===== src/rtl/deser_pkg.sv =====
// deser_pkg
// ---------
// Shared types and helpers for the serial_deser receiver.
//   deser_state_t   : receiver FSM states (PARITY is only reachable when the
//                     DESER_PARITY_EN macro is defined)
//   count_width()   : width of the bit counter, clog2(WIDTH)+1, wide enough
//                     to hold the value WIDTH itself

package deser_pkg;

    typedef enum logic [1:0] {
        IDLE   = 2'd0,
        RECV   = 2'd1,
        PARITY = 2'd2
    } deser_state_t;

    // The extra bit lets the counter reach WIDTH without wrapping.
    function automatic int count_width(input int width);
        return $clog2(width) + 1;
    endfunction

endpackage


===== src/rtl/serial_deser_if.sv =====
// serial_deser_if
// ---------------
// Bundles the serial input stream and the parallel valid/ready output of the
// serial_deser receiver.
//   Start, Bit_In, Bit_Valid : serial frame input (driven by the master)
//   Data_Ready               : downstream accepts Data_Out (driven by the master)
//   Data_Out, Data_Valid     : assembled word and its valid flag (driven by the slave)
//   Busy, Overrun, Parity_Err: status (driven by the slave)
// Modports:
//   master : the side that feeds bits and consumes words (bench / upstream)
//   slave  : the receiver itself

interface serial_deser_if #(
    parameter int WIDTH = 8
);

    logic             Start;
    logic             Bit_In;
    logic             Bit_Valid;
    logic             Data_Ready;
    logic [WIDTH-1:0] Data_Out;
    logic             Data_Valid;
    logic             Busy;
    logic             Overrun;
    logic             Parity_Err;

    modport master (
        output Start,
        output Bit_In,
        output Bit_Valid,
        output Data_Ready,
        input  Data_Out,
        input  Data_Valid,
        input  Busy,
        input  Overrun,
        input  Parity_Err
    );

    modport slave (
        input  Start,
        input  Bit_In,
        input  Bit_Valid,
        input  Data_Ready,
        output Data_Out,
        output Data_Valid,
        output Busy,
        output Overrun,
        output Parity_Err
    );

endinterface


===== src/rtl/deser_out_slot.sv =====
// deser_out_slot
// --------------
// Single-entry output holding register with a valid/ready handshake.
// A completed word is accepted when the slot is empty or is being emptied on
// the same edge; otherwise the new word is dropped and the sticky overrun
// flag is raised (cleared only by Reset).
// Ports:
//   Clk, Reset      : clock and synchronous active-high reset
//   word_valid      : a completed word is offered this cycle
//   word_in         : the completed word
//   word_perr       : parity mismatch for word_in (0 when parity is unused)
//   data_ready      : downstream accepts data_out this cycle
//   data_out        : held word
//   data_valid      : data_out holds an unconsumed word
//   overrun         : sticky, a completed word was dropped
//   parity_err      : parity flag belonging to the word in data_out

module deser_out_slot #(
    parameter int WIDTH = 8
) (
    input  logic             Clk,
    input  logic             Reset,
    input  logic             word_valid,
    input  logic [WIDTH-1:0] word_in,
    input  logic             word_perr,
    input  logic             data_ready,
    output logic [WIDTH-1:0] data_out,
    output logic             data_valid,
    output logic             overrun,
    output logic             parity_err
);

    logic [WIDTH-1:0] data_q, data_d;
    logic             valid_q, valid_d;
    logic             overrun_q, overrun_d;
    logic             perr_q, perr_d;

    logic             consume;
    logic             slot_free;

    assign consume   = valid_q && data_ready;
    // A word leaving on this edge frees the slot for a word arriving on it.
    assign slot_free = !valid_q || consume;

    always_ff @(posedge Clk) begin
        if (Reset) begin
            data_q    <= '0;
            valid_q   <= 1'b0;
            overrun_q <= 1'b0;
            perr_q    <= 1'b0;
        end else begin
            data_q    <= data_d;
            valid_q   <= valid_d;
            overrun_q <= overrun_d;
            perr_q    <= perr_d;
        end
    end

    // Data_Out keeps its last value after a transfer; only the valid flag drops.
    always_comb begin
        data_d    = data_q;
        valid_d   = valid_q;
        overrun_d = overrun_q;
        perr_d    = perr_q;

        if (word_valid && slot_free) begin
            data_d  = word_in;
            perr_d  = word_perr;
            valid_d = 1'b1;
        end else if (word_valid) begin
            overrun_d = 1'b1;
        end else if (consume) begin
            valid_d = 1'b0;
        end
    end

    assign data_out   = data_q;
    assign data_valid = valid_q;
    assign overrun    = overrun_q;
    assign parity_err = perr_q;

endmodule


===== src/rtl/serial_deser.sv =====
// serial_deser
// ------------
// Serial-in, parallel-out receiver for LSB-first frames of WIDTH bits.
// Bits qualified by Bit_Valid are shifted in from the top so that the first
// bit received ends up in bit 0. Completed words go to deser_out_slot, which
// provides the registered valid/ready output and overrun detection.
// Optional feature (macro DESER_PARITY_EN): after the data bits one extra
// even-parity bit is received; Parity_Err reports a mismatch for the word in
// Data_Out. Without the macro there is no parity state and Parity_Err is 0.
// Ports:
//   Clk   : system clock, all state changes on posedge
//   Reset : synchronous, active-high
//   bus   : serial_deser_if slave modport
//           (Start, Bit_In, Bit_Valid, Data_Ready in;
//            Data_Out, Data_Valid, Busy, Overrun, Parity_Err out)

module serial_deser
    import deser_pkg::*;
#(
    parameter int WIDTH = 8
) (
    input  logic           Clk,
    input  logic           Reset,
    serial_deser_if.slave  bus
);

    localparam int CW = count_width(WIDTH);

    deser_state_t     state_q, state_d;
    logic [CW-1:0]    count_q, count_d;
    logic [WIDTH-1:0] shreg_q, shreg_d;

    logic             word_done;
    logic [WIDTH-1:0] word;
    logic             word_perr;

    always_ff @(posedge Clk) begin
        if (Reset) begin
            state_q <= IDLE;
            count_q <= '0;
            shreg_q <= '0;
        end else begin
            state_q <= state_d;
            count_q <= count_d;
            shreg_q <= shreg_d;
        end
    end

    // Start wins over everything else: it abandons any frame in flight
    // silently and may carry bit 0 of the new frame in the same cycle.
    always_comb begin
        state_d   = state_q;
        count_d   = count_q;
        shreg_d   = shreg_q;
        word_done = 1'b0;
        word      = shreg_q;
        word_perr = 1'b0;

        if (bus.Start) begin
            state_d = RECV;
            count_d = '0;
            shreg_d = '0;
            if (bus.Bit_Valid) begin
                shreg_d = {bus.Bit_In, {(WIDTH-1){1'b0}}};
                count_d = CW'(1);
            end
        end else begin
            case (state_q)
                RECV: begin
                    if (bus.Bit_Valid) begin
                        shreg_d = {bus.Bit_In, shreg_q[WIDTH-1:1]};
                        count_d = count_q + CW'(1);
                        if (count_q == CW'(WIDTH-1)) begin
`ifdef DESER_PARITY_EN
                            state_d = PARITY;
`else
                            state_d   = IDLE;
                            word_done = 1'b1;
                            word      = shreg_d;
`endif
                        end
                    end
                end
`ifdef DESER_PARITY_EN
                // Even parity: data bits xor parity bit must be zero.
                PARITY: begin
                    if (bus.Bit_Valid) begin
                        state_d   = IDLE;
                        word_done = 1'b1;
                        word      = shreg_q;
                        word_perr = (^shreg_q) ^ bus.Bit_In;
                    end
                end
`endif
                default: begin
                    // IDLE: stray Bit_Valid strobes are ignored.
                end
            endcase
        end
    end

    deser_out_slot #(
        .WIDTH (WIDTH)
    ) u_out_slot (
        .Clk        (Clk),
        .Reset      (Reset),
        .word_valid (word_done),
        .word_in    (word),
        .word_perr  (word_perr),
        .data_ready (bus.Data_Ready),
        .data_out   (bus.Data_Out),
        .data_valid (bus.Data_Valid),
        .overrun    (bus.Overrun),
        .parity_err (bus.Parity_Err)
    );

    assign bus.Busy = (state_q != IDLE);

endmodule


===== src/flat_wrapper.sv =====
// flat-port wrapper written by rule: the top's interface ports become plain ports
module serial_deser_flat import deser_pkg::*;
#(
    parameter int WIDTH = 8
)
  (Clk, Reset, bus_Start, bus_Bit_In, bus_Bit_Valid, bus_Data_Ready, bus_Data_Out, bus_Data_Valid, bus_Busy, bus_Overrun, bus_Parity_Err);
  serial_deser_if #(.WIDTH(WIDTH)) bus_i ();
  input  logic Clk;
  input  logic Reset;
  input wire logic [$bits(bus_i.Start)-1:0] bus_Start;
  input wire logic [$bits(bus_i.Bit_In)-1:0] bus_Bit_In;
  input wire logic [$bits(bus_i.Bit_Valid)-1:0] bus_Bit_Valid;
  input wire logic [$bits(bus_i.Data_Ready)-1:0] bus_Data_Ready;
  output wire logic [$bits(bus_i.Data_Out)-1:0] bus_Data_Out;
  output wire logic [$bits(bus_i.Data_Valid)-1:0] bus_Data_Valid;
  output wire logic [$bits(bus_i.Busy)-1:0] bus_Busy;
  output wire logic [$bits(bus_i.Overrun)-1:0] bus_Overrun;
  output wire logic [$bits(bus_i.Parity_Err)-1:0] bus_Parity_Err;
  assign bus_i.Start = bus_Start;
  assign bus_i.Bit_In = bus_Bit_In;
  assign bus_i.Bit_Valid = bus_Bit_Valid;
  assign bus_i.Data_Ready = bus_Data_Ready;
  assign bus_Data_Out = bus_i.Data_Out;
  assign bus_Data_Valid = bus_i.Data_Valid;
  assign bus_Busy = bus_i.Busy;
  assign bus_Overrun = bus_i.Overrun;
  assign bus_Parity_Err = bus_i.Parity_Err;
  serial_deser #(.WIDTH(WIDTH)) u_core (.Clk(Clk), .Reset(Reset), .bus(bus_i));
endmodule

===== config.mk =====
export PLATFORM = sky130hd
export DESIGN_NAME = serial_deser_flat
export DESIGN_NICKNAME = d
export VERILOG_FILES = /design/src/rtl/deser_pkg.sv /design/src/rtl/serial_deser_if.sv /design/src/rtl/deser_out_slot.sv /design/src/rtl/serial_deser.sv /design/src/flat_wrapper.sv
export SDC_FILE = /design/constraint.sdc
export NUM_CORES = 1
export LEC_CHECK = 0
export ABC_CLOCK_PERIOD_IN_PS = 1840
export CAP_MARGIN = 20
export CORE_UTILIZATION = 49
export DETAILED_ROUTE_END_ITERATION = 16
export HOLD_SLACK_MARGIN = 0.08
export PLACE_DENSITY = 0.76
export SLEW_MARGIN = 20
export SYNTH_ARGS = -nofsm -noshare
export SYNTH_HDL_FRONTEND = slang
export SYNTH_SLANG_ARGS = --single-unit

===== constraint.sdc =====
create_clock -name Clk -period 1.84 [get_ports Clk]
set_clock_uncertainty 0.1 [all_clocks]
set_input_delay 0.276 -clock Clk [delete_from_list [all_inputs] [get_ports Clk]]
set_output_delay 0.276 -clock Clk [all_outputs]
set_load 0.02 [all_outputs]

* After elaboration in Yosys (flattened, before gate mapping) *
Cells that the tools add are included.

word-level totals
  register bits = 23
  input bits = 6
  output and inout bits = 12
  logic and storage cells = 45

operators by class
  $add $sub $neg = 1
  equal/unequal tests = 2
  mux-type cells = 23
  bitwise operators = 1
  reduce and logical (&&, ||, !) cells = 12

operators by type and width
  kind                   count
  $mux W8                8
  $mux W1                12
  $mux W4                3
  $reduce_bool A2 Y1     4
  $reduce_and A2 Y1      3
  $add A4 B1 Y4 const B  1
  $eq A4 B3 Y1 const B   1
  $reduce_and A3 Y1      1
  $logic_and A1 B1 Y1    2
  $ne A2 B1 Y1 const B   1
  $logic_not A1 Y1       1
  $logic_or A1 B1 Y1     1
  $not A1 Y1             1

* Logic depth before layout (Yosys ltp) *
Gate-level depths: netlist (run 1).

  word-level depth = 8
  mapped depth = 5
  gate-level depth less buffers = 4

* Hierarchy *
Synthesis (run 1) repeated with hierarchy kept, for this count alone.

second synthesis, totals
  cells, all modules = 119
  area, all modules = 1091.0 sq um

modules (own cells, without submodules)
  module          instances  cells an instance  area an instance (sq um)  sequential area each (sq um)
  serial_deser    1          72                 610.6                     260.2
  deser_out_slot  1          47                 480.5                     220.2

* Worst setup path after synthesis (run 1) *
No wires, ideal clock.

  kind = register to register
  start point = register u_core.count_q[0]
  end point = register u_core.u_out_slot.data_q[0] (netlist: u_core.u_out_slot.data_out[0])
  library setup time = 0.072 ns
  data arrival time = 1.245 ns
  data required time = 1.668 ns
  setup slack = 0.423 ns
  cell stages (with the launch flop) = 6
  path buffers = 1
  period minus slack after synthesis = 1.417 ns
  cells stage by stage = dfxtp_1 ha_1 and4bb_2 nor3b_2 buf_6 mux2i_1

between the ends
  word-level cells in the longest chain between the ends = 6
  elaborated cells on any way between the ends = 10
  those cells by class = eq/ne (1); mux (8); reduce/logical (1)

ends and longest elaborated chain
  what                    line                  text
  start, declared         serial_deser.sv:30    logic [CW-1:0] count_q, count_d;
  start signal, assigned  serial_deser.sv:44    count_q <= count_d;
  $eq A4 B3 Y1 (*)        serial_deser.sv:73    if (count_q == CW'(WIDTH-1)) begin
  $mux W1                 serial_deser.sv:73
  $mux W1                 serial_deser.sv:70    if (bus.Bit_Valid) begin
  $mux W1                 serial_deser.sv:68    case (state_q)
  $mux W1                 serial_deser.sv:59    if (bus.Start) begin
  $logic_and A1 B1 Y1     deser_out_slot.sv:66  if (word_valid && slot_free) begin
  end signal, assigned    deser_out_slot.sv:52  data_q <= data_d;
  end, declared           deser_out_slot.sv:33  logic [WIDTH-1:0] data_q, data_d;

Mark *: on every way between the ends. The rest lies on a longest branch, timed or not.
A chain may end at the register's enable or synchronous reset.

* Worst setup path in the final report (run 1) *
  start point = register u_core.state_q[0]
  end point = output port bus_Busy

RTL lines
  what                    line                text
  start, declared         serial_deser.sv:29  deser_state_t state_q, state_d;
  start signal, assigned  serial_deser.sv:43  state_q <= state_d;
  end, declared           flat_wrapper.sv:16  output wire logic [$bits(bus_i.Busy)-1:0] bus_Busy;

No word-level cell between the ends.

==> flow_summary.toml, run 1 <==
[worst_setup_path]
cp_max_fo = 8
slowest_stage = "clkdlybuf4s50_1"
worstPathCellList = "clkdlybuf4s50_1"
cp_num_buf_inv = 1
critPathLaunchType = "flop"
end_kind = "output pin"
critical_path_class = "flop to output pin"
cp.required_ns = 1.46
crit_arrival_ns = 1.34
slowest_delay_ns = 0.62
crit_family = "buffers and inverters"

[timing]
period_share_pct = 93.3
setup_viol = 0
hold_slack_ns = 0.367
period_needed_ns = 1.72
fmax_mhz = 582
tns_ns = 0
rsz0062_at_grt = "no"
slew_viol_final = 0
final_hold_viol_count = 0

[pwr]
peakVddDrop_mv = 0.438
p_leak_uw = 0.000368
total_power_uw = 801
power_density_nw_per_um2 = 705

[cts]
clock-root-buffer = "clkbuf_4"
cts_sinks = 22
clk_pin_slew_ns = 0.11
numCtsBuffers = 3
hold_buffers = 0
clock_latency_ns = 0.30
htree_levels = 1
cts_resized = 0
cts_tree = "built"
clk_path_buf_depth = 2
post_cts_buffers = 0

[yosys]
syn_area_per_cell_sq_um = 9.04
synth.cell_area_sq_um = 931
synthCells = 103
yosys.cell_types.count = 25
synth_seq_area_share_pct = 47.3
ys.flop_type = "dfxtp_1"
synth_warnings = 0
synthArstFlopShare_pct = 0
synth-seq-cells = 22
syn_nets = 110
synth_edf_count = 0

[route]
drtPass1Iterations = 4
drtIter0Drc = 17
vias = 709
drcViolationCount = 0
viasPerCell = 4.92
wl_per_cell_microns = 10.5
route.final.wire_length_microns = 1520
drt.antenna.violating_nets = 0

[place]
dp_cells = 140
dp_hpwl_microns = 1120
port_buffers = 16
gp_congestion = 0.787

[final_layout]
seqCellArea_sq_um = 442
finalNonFillerCells = 144
multi_input_area_sq_um = 444
fillers = 147
synthToLayoutAreaGrowth_pct = 22.0
antenna-diode-count = 0
final_util_pct = 65.1
nets = 127
final_layout_size_suffix_gt1_share_pct = 10.1

[global_routing]
antenna_found_initial = 0
grt_start_max_net_pins = 20
grt_pass1_wl_microns = 2770
grt_pass1_vias = 648
grt-ovfl-total = 0
grt_util_all_layers_pct = 18.8

[die]
rows = 15
die_w_microns = 45.6
initial_core_util_pct = 53.3
io_pins = 18
die-area_sq_um = 2080
core_sq_um = 1750
die_y_microns = 45.6

[outcome]
status = "finished, final reports clean"

[flow_run]
drv_cap = 0

[min_path]
hold_path.class = "flop to flop"
## where the power goes
group	internal (uW)	total (uW)	switching (uW)
logic	26.7	53.9	27.2
clock network	121	261	140
registers	481	487	5.71
## state kept, by name, summed over array words and instances (netlist names)
signal	flops
u_core.u_out_slot.overrun	1
u_core.state_q	1
u_core.shreg_q	7
u_core.u_out_slot.data_valid	1
u_core.u_out_slot.data_out	8
u_core.count_q	4
## metrics by stage
stage                     cell area [sq um]  worst slack (ns)
after global placement                 1100            0.0707
after global routing                   1140            0.0548
final                                  1140             0.123
after detailed placement               1100           -0.0258
after floorplan                         931             0.423
after CTS                              1130            0.0134
## cell families (layout without fill, tap and decap cells)
group	Yosys count	count (layout)	share of synthesized area, %
mux	8	8	8.60
flops	22	22	47.3
other cells	1	1	0.403
fa+ha+maj	1	1	1.34
buf+inv	7	23	4.97
simple gates	46	46	26.6
xor+xnor	1	1	0.941
compound gates	17	17	9.81
## synthesized netlist by cell type, drive strengths merged, types with 2 or more instances
cell	number	area, sq um
mux2i	8	80.1
o21ai	2	10.0
clkbuf	3	11.3
nor2b	2	12.5
nor2	4	15.0
a21oi	12	60.1
buf	4	35.0
nand2b	16	100
nand2	17	66.3
nand3	2	10.0
dfxtp	22	440
## per-layer routing
| metal | share of wire (%) | vias to the layer above | track usage, % |
|---|---|---|---|
| met4 | 0 | 0 | 9.09 |
| met3 | 2.7 | 0 | 7.14 |
| met5 | 0 | - | 0 |
| li1 | - | 373 | - |
| met2 | 46 | 11 | 28.0 |
| met1 | 51 | 325 | 23.8 |
## cell usage in the layout, fill, tap and decap left out, drive strengths merged
| master | instances |
|---|---|
| dfxtp | 22 |
| nand2 | 17 |
| nand2b | 16 |
| clkdlybuf4s50 | 16 |
| a21oi | 12 |
| mux2i | 8 |
| nor2 | 4 |
| clkbuf | 4 |
| buf | 3 |
| nand3 | 2 |
| o21ai | 2 |
| nor2b | 2 |
| and2 | 1 |
| or2 | 1 |
| or3 | 1 |
| and4bb | 1 |
| nor3b | 1 |
| o211ai | 1 |
| xor2 | 1 |
| a31oi | 1 |
| a211oi | 1 |
| ha | 1 |
| conb | 1 |
## final cells by class
type / instances / area share, %
multi-input cells: 74 / 39.1
flip-flops and latches: 22 / 38.9
repair buffers: 19 / 16.1
clock buffers: 4 / 3.19
well taps: 25 / 2.75
## worst paths after layout
| check | startpoint | end | slack [ns] | cells after the start |
|---|---|---|---|---|
| worst min-delay path | u_core.shreg_q[1] | u_core.shreg_q[1] | 0.37 | 2 |
| worst max register to register | u_core.count_q[0] | u_core.u_out_slot.data_out[1] | 0.20 | 5 |
| worst max-delay path | u_core.state_q[0] | bus_Busy | 0.12 | 1 |
| worst min register to register | u_core.shreg_q[1] | u_core.shreg_q[1] | 0.37 | 2 |
Power figures use the tool's default switching activity.
==> run 2, diff against run 1 <==
--- a/config.mk
+++ b/config.mk
@@ -11,6 +11,7 @@
 export DETAILED_ROUTE_END_ITERATION = 16
 export HOLD_SLACK_MARGIN = 0.08
 export PLACE_DENSITY = 0.76
+export REMOVE_ABC_BUFFERS = 1
 export SLEW_MARGIN = 20
 export SYNTH_ARGS = -nofsm -noshare
 export SYNTH_HDL_FRONTEND = slang
==> run 2 against run 1 <==
- design area increased by 3.5%
- worst setup slack improved by 0.050 ns
- critical path depth unchanged
- utilization increased by 2.3 points
- critical endpoint is now bus_Data_Out[2]
==> flow_summary.toml, run 2 (synthesis gave the netlist of run 1 again) <==
[outcome]
status = "finished, final reports clean"

[cts]
clk_pin_slew_ns = 0.12
numCtsBuffers = 3
clock-root-buffer = "clkbuf_4"
cts_sinks = 22
clock_latency_ns = 0.30
cts_tree = "built"
clk_path_buf_depth = 2
htree_levels = 1

[die]
io_pins = 18
die_y_microns = 45.6
die_w_microns = 45.6
core_sq_um = 1750
die-area_sq_um = 2080
rows = 15
initial_core_util_pct = 53.3

[worst_setup_path]
critPathLaunchType = "flop"
crit_arrival_ns = 1.29
cp.required_ns = 1.46
cp_max_fo = 2
slowest_delay_ns = 0.62
end_kind = "output pin"
crit_family = "buffers and inverters"
critical_path_class = "flop to output pin"
slowest_stage = "clkdlybuf4s50_1"
cp_num_buf_inv = 1
worstPathCellList = "clkdlybuf4s50_1"

[final_layout]
nets = 130
layout_commonest_cell = "dfxtp_1"
synthToLayoutAreaGrowth_pct = 26.3
multi_input_area_sq_um = 444
final_layout_size_suffix_gt1_share_pct = 11.5
antenna-diode-count = 0
final_util_pct = 67.4
fillers = 162
seqCellArea_sq_um = 440
largest_reg_flops = 8
fin_area_sq_um = 1180
final_cell_mix = "22 x dfxtp_1, 16 x nand2_1, 16 x nand2b_1"

[timing]
setup_viol = 0
period_needed_ns = 1.67
rsz0062_at_grt = "no"
tns_ns = 0
fmax_mhz = 600
final_hold_viol_count = 0
period_share_pct = 90.6
slew_viol_final = 0

[place]
port_buffers = 16
gp_congestion = 0.770
dp_hpwl_microns = 1180
postPlaceCellArea_sq_um = 1120

[pwr]
p_leak_uw = 0.000402
power_density_nw_per_um2 = 775
peakVddDrop_mv = 0.630
total_power_uw = 912

[global_routing]
grt_start_max_net_pins = 14
antenna_found_initial = 0
grt_util_all_layers_pct = 18.3
grt_pass1_wl_microns = 2630
grt-ovfl-total = 0
grt_pass1_vias = 606

[route]
drcViolationCount = 0
wl_per_cell_microns = 11.5
drtPass1Iterations = 4
drt.antenna.violating_nets = 0
viasPerCell = 5.02
route.final.wire_length_microns = 1700
vias = 738
drtIter0Drc = 6

[min_path]
hold_path.class = "flop to flop"

[flow_run]
drv_cap = 0
==> run 2: repair_timing <==
item / in CTS / in global routing
setup endpoints to repair: 0 / 1
resized for setup: 0 / 1
endpoints found under the hold margin: 0 / 0
hold buffers: 0 / 0
setup buffers: 0 / 0
==> run 2: report_power, final <==
part | leakage (uW) | total (uW) | switching, uW | internal [uW]
logic | 0.000196 | 58.0 | 29.0 | 29.0
clock network | 0.0000279 | 367 | 147 | 220
registers | 0.000178 | 487 | 6.12 | 481
total | 0.000402 | 912 | 182 | 730
==> run 2: stage by stage <==
stage | std cells | worst slack (ns) | hold WS (ns)
after floorplan | 96 | 0.138 | 0.245
after global placement | 143 | 0.133 | 0.358
after detailed placement | 143 | 0.0800 | 0.359
after CTS | 147 | 0.0142 | 0.377
after global routing | 147 | 0.131 | 0.390
final | 147 | 0.173 | 0.372
==> run 2: layout make-up <==
cell class                 instances  share of cell area, %
multi-input combinational         74                   37.8
sequential                        22                   37.4
timing repair buffer              22                   17.7
tap                               25                   2.66
clock inverter                     1                   2.55
clock buffer                       3                   1.91
==> run 2: path summary, 6_finish.rpt <==
path | from | endpoint | slack (ns) | cells past startpoint
worst max-delay path | u_core.u_out_slot.data_out[2] | bus_Data_Out[2] | 0.17 | 1
worst min-delay path | u_core.shreg_q[1] | u_core.shreg_q[1] | 0.37 | 2
worst max register to register | u_core.count_q[0] | u_core.u_out_slot.data_out[1] | 0.23 | 5
worst min register to register | u_core.shreg_q[1] | u_core.shreg_q[1] | 0.37 | 2
==> run 2: per-layer routing <==
layer	up-vias	part of all wire (%)	global-route usage [%]
met5	-	0	0
met4	0	1.4	9.09
met3	4	3.9	3.57
met2	19	47	30.0
met1	336	48	22.6
li1	379	-	-
